--- config.mk ---
export PLATFORM = sky130hd
export DESIGN_NAME = alu_sequencer
export DESIGN_NICKNAME = d
export VERILOG_FILES = /design/src/rtl/alu_sequencer.sv
export SDC_FILE = /design/constraint.sdc
export NUM_CORES = 1
export LEC_CHECK = 0
export CAP_MARGIN = 20
export CORE_MARGIN = 8
export CORE_UTILIZATION = 42
export DETAILED_ROUTE_END_ITERATION = 10
export PLACE_DENSITY_LB_ADDON = 0.08
export SLEW_MARGIN = 0
export SYNTH_ARGS = -nofsm -noshare
export SYNTH_HDL_FRONTEND = slang
export SYNTH_SLANG_ARGS = --single-unit
--- constraint.sdc ---
create_clock -name clock -period 1.8 [get_ports clock]
set_input_delay 0.36 -clock clock [delete_from_list [all_inputs] [get_ports clock]]
set_output_delay 0.36 -clock clock [all_outputs]
set_load 0.005 [all_outputs]
--- src/rtl/alu_sequencer.sv ---
// alu_sequencer: control sequencer for one register-register ALU instruction.
// Ports: clock, clear (async active-high reset), start, ir[31:0] (opcode/Ra/Rb/Rc);
//        fetch strobes PCout MARin IncPC PCin Read MDRin MDRout IRin;
//        execute strobes Yin Zin Zlowout; reg_out_en/sel, reg_in_en/sel, alu_opcode;
//        status busy done illegal.
// Build option ALU_SEQ_FETCH_EN: include the T0-T2 fetch phase and latch ir at end of T2;
// otherwise ir is latched on the start edge and IDLE goes straight to T3.
module alu_sequencer (
    input  logic        clock,
    input  logic        clear,
    input  logic        start,
    input  logic [31:0] ir,
    output logic        PCout,
    output logic        MARin,
    output logic        IncPC,
    output logic        PCin,
    output logic        Read,
    output logic        MDRin,
    output logic        MDRout,
    output logic        IRin,
    output logic        Yin,
    output logic        Zin,
    output logic        Zlowout,
    output logic        reg_out_en,
    output logic [3:0]  reg_out_sel,
    output logic        reg_in_en,
    output logic [3:0]  reg_in_sel,
    output logic [3:0]  alu_opcode,
    output logic        busy,
    output logic        done,
    output logic        illegal
);
`ifdef ALU_SEQ_FETCH_EN
    localparam bit FETCH = 1'b1;
`else
    localparam bit FETCH = 1'b0;
`endif
    typedef enum logic [2:0] {IDLE, T0, T1, T2, T3, T4, T5} state_t;
    state_t state, nxt;
    logic [3:0] op, ra, rb, rc, op_n, ra_n, rb_n, rc_n;
    logic [4:0] op_m3;
    logic legal, latch;
    logic unused_bits;
    assign unused_bits = ^{ir[14:0], op_m3[4]};
    // Legal opcodes 3..10 map linearly onto ALU codes 0..7.
    assign op_m3 = ir[31:27] - 5'd3;
    assign legal = ir[31:27] >= 5'd3 && ir[31:27] <= 5'd10;
    assign latch = FETCH ? state == T2 : state == IDLE && start;
    assign op_n = latch ? op_m3[3:0] : op;
    assign ra_n = latch ? ir[26:23] : ra;
    assign rb_n = latch ? ir[22:19] : rb;
    assign rc_n = latch ? ir[18:15] : rc;
    always_comb begin
        nxt = IDLE;
        case (state)
            IDLE:    nxt = !start ? IDLE : FETCH ? T0 : legal ? T3 : IDLE;
            T0:      nxt = T1;
            T1:      nxt = T2;
            T2:      nxt = legal ? T3 : IDLE;
            T3:      nxt = T4;
            T4:      nxt = T5;
            default: nxt = IDLE;
        endcase
    end
    // Outputs are registered decodes of the next state, so they line up with state.
    always_ff @(posedge clock or posedge clear) begin
        if (clear) begin
            state       <= IDLE;
            {op, ra, rb, rc} <= '0;
            {PCout, MARin, IncPC, PCin, Read, MDRin, MDRout, IRin} <= '0;
            {Yin, Zin, Zlowout, reg_out_en, reg_in_en} <= '0;
            reg_out_sel <= '0;
            reg_in_sel  <= '0;
            alu_opcode  <= '0;
            {busy, done, illegal} <= '0;
        end else begin
            state       <= nxt;
            op          <= op_n;
            ra          <= ra_n;
            rb          <= rb_n;
            rc          <= rc_n;
            PCout       <= FETCH && nxt == T0;
            MARin       <= FETCH && nxt == T0;
            IncPC       <= FETCH && nxt == T0;
            PCin        <= FETCH && nxt == T1;
            Read        <= FETCH && nxt == T1;
            MDRin       <= FETCH && nxt == T1;
            MDRout      <= FETCH && nxt == T2;
            IRin        <= FETCH && nxt == T2;
            Yin         <= nxt == T3;
            Zin         <= (FETCH && nxt == T0) || nxt == T4;
            Zlowout     <= (FETCH && nxt == T1) || nxt == T5;
            reg_out_en  <= nxt == T3 || nxt == T4;
            reg_out_sel <= nxt == T3 ? rb_n : nxt == T4 ? rc_n : 4'd0;
            alu_opcode  <= nxt == T4 ? op_n : 4'd0;
            reg_in_en   <= nxt == T5;
            reg_in_sel  <= nxt == T5 ? ra_n : 4'd0;
            busy        <= nxt != IDLE;
            done        <= nxt == T5;
            illegal     <= latch && !legal;
        end
    end
endmodule

==> flow_metrics.tcl <==
set metrics [dict create \
    status "completed" \
    drt-wirelength-per-cell_um 14.1 \
    synth_seq_area_share_pct 59.9 \
    overflow 0 \
    cp.required_ns 1.95 \
    critPathKind "primary input to flop" \
    p_leak_nw 0.955 \
    clock_skew_ns 0.00290 \
    ant_nets 0 \
    rrSetupSlack_ns 0.33 \
    crit_path_end_kind "flop" \
    ctsHoldBuffers 0 \
    reg2reg_depth 4 \
    most-common-layout-cells "clkdlybuf4s50_1 (39), dfrtp_1 (37), buf_4 (13)" \
    switching_share_pct 29.5 \
    ioPinCount 63 \
    num-fill-cells 306 \
    setup_violations 0 \
    stdcell_area_um2 2100 \
    dieHeight_um 76.7 \
    dp_hpwl_um 2270 \
    p_comb_share_pct 35.7 \
    grt_pass1_wl_um 5380 \
    start_util_pct 42.9 \
    synth.cell_area_um2 1550 \
    drive_gt1_share_pct 19.2 \
    power.density_nw_per_um2 1370 \
    maxSlewViolCount 0 \
    maxCapViolCount 0 \
    timing.critical_path.fanout_max 5 \
    max_freq_mhz 611 \
    cp.arrival_ns 1.79 \
    cts_num_sinks 37 \
    clock_latency_ns 0.28 \
    cts_buffers 5 \
    p_switching_mw 0.852 \
    peakVddDrop_v 0.000577 \
    cts_setup_buffers 0 \
    period_share_pct 90.9 \
    place_area_um2 2010 \
    cp-start-kind "primary input" \
    htree_num_levels 2 \
    vias 1016 \
    antenna_found_initial 0 \
    port_buffers 39 \
    core-area_um2 3610 \
    seqPwrFrac_pct 44.8 \
    grt_pass1_vias 1170 \
    cts.clk_slew.worst_paths_ns 0.07 \
    drc 0 \
    synth_seq_cells 37 \
    finalNonFillerCells 220 \
    final.setup.tns_ns 0 \
    nets 209 \
    r2r_start "state[2]$_DFF_PP0_" \
    clockBufferDepth 2 \
    ys_types 29 \
    clockPowerShare_pct 19.4 \
    finalWirelength_um 3090 \
    die_w_um 76.7 \
    syn_avg_cell_area_um2 12.9 \
    areaGrowthSynthToFinish_pct 35.8 \
    cts_tree "built" \
    period_needed_ns 1.64 \
    syn-instance-count 120 \
    track_usage_pct 11.4 \
    drtPass1Iterations 4 \
    rsz0062_at_grt "no" \
    ys_warn_count 0 \
    timing.rr.end "reg_out_sel[0]$_DFF_PP0_" \
    grt_max_degree 38 \
    final_common_cell "clkdlybuf4s50_1" \
    gp_congestion 0.720 \
    viasPerCell 4.62 \
    n_antenna_cell 0 \
    first_iter_violations 36 \
    fp-row-count 22 \
    hold_violations 0 \
    cts-root-buf "clkbuf_8" \
    hold_path.class "primary input to async pin" \
    cts_resized 0 \
    die_area_um2 5880 \
    internal_power_mw 2.03 \
    dp_cells 213 \
]
## flip-flops by register name, indices dropped and copies added (netlist names)
| signal | count |
|---|---|
| Yin | 1 |
| Zin | 1 |
| alu_opcode | 4 |
| busy | 1 |
| done | 1 |
| illegal | 1 |
| op | 4 |
| ra | 4 |
| rb | 4 |
| rc | 4 |
| reg_in_sel | 4 |
| reg_out_en | 1 |
| reg_out_sel | 4 |
| state | 3 |
## critical path, stage by stage
cell and delay, ns:
clkdlybuf4s50_1 0.45, ha_1 0.23, a2111o_1 0.42, nand3_1 0.11, buf_4 0.14, o31ai_1 0.07
## how the worst max path moves through the flow
| stage | start | to | slack (ns) |
|---|---|---|---|
| final | ir[27] | reg_out_sel[3]$_DFF_PP0_ | 0.16 |
| after global routing | ir[27] | reg_out_sel[3]$_DFF_PP0_ | 0.09 |
| after CTS | ir[27] | reg_out_sel[0]$_DFF_PP0_ | 0.16 |
| after detailed placement | ir[27] | reg_out_sel[3]$_DFF_PP0_ | -0.14 |
| after global placement | ir[27] | reg_out_sel[3]$_DFF_PP0_ | -0.13 |
| after floorplan | state[1]$_DFF_PP0_ | ra[0]$_DFF_PP0_ | 0.33 |
## Yosys cell counts (all sizes together)
cell	n	share of area (%)
conb	1	0.24
nor2	6	1.5
clkbuf	1	0.24
ha	2	1.6
dfrtp	37	60
xnor2	3	1.7
inv	7	1.7
a31oi	2	1.2
or3	1	0.40
buf	13	6.6
a21oi	4	1.3
mux2i	4	2.6
a211oi	1	0.49
and2	6	2.4
nand3	1	0.32
nor3b	1	0.81
o21bai	1	0.49
o31ai	4	1.9
mux2	11	8.0
a2111o	1	0.73
nand3b	1	0.49
nand2	5	1.2
and3	4	1.6
a41oi	1	0.57
o22ai	1	0.40
nor4b	1	1.5
## layout make-up
class                           instances  area (um2)  area share [%]
Sequential cell                        37         926            44.1
Timing Repair Buffer                   52         488            23.2
Inverter                                7        26.3            1.25
Tap cell                               48        60.1            2.86
Multi-Input combinational cell         69         514            24.5
Clock buffer                            7        86.3            4.11
## metal layers
metal	track usage (%)	vias up	share of wire [%]	wire length (um)
met3	6.41	4	7.6	235
met2	19.7	29	52	1610
li1	-	493	-	-
met5	0	-	0	0
met4	4.62	0	0.87	27
met1	10.8	490	40	1220
## per-stage QoR
stage | utilization (%) | power (mW) | hold slack, ns | setup slack (ns)
floorplan | - | 1.94 | 0.445 | 0.333
global placement | 55.9 | 2.30 | 0.457 | -0.133
detailed placement | 55.9 | 2.35 | 0.468 | -0.138
CTS | 58.3 | 2.94 | 0.482 | 0.155
global route | 58.3 | 3.10 | 0.500 | 0.0875
finish | 58.3 | 2.88 | 0.478 | 0.164
## power by group through the flow
stage | Combinational (mW) | Clock [mW] | Sequential [mW]
floorplan | 0.655 | 0 | 1.28
global placement | 1.01 | 0 | 1.29
detailed placement | 1.04 | 0 | 1.31
CTS | 1.06 | 0.583 | 1.30
global route | 1.14 | 0.620 | 1.33
finish | 1.03 | 0.560 | 1.29
## logic make-up (layout without fill, tap and decap cells)
family	after synthesis	after routing	synth area share (%)
AOI/OAI and AO/OA	15	15	7.12
xor gates and xnor gates	3	3	1.70
adders and majority gates	2	2	1.62
buffers and inverters	21	66	8.58
DFF	37	37	59.9
muxes	15	15	10.6
other	1	8	0.242
and+or+nand+nor	26	26	10.3
(Power assumes the default switching activity.)
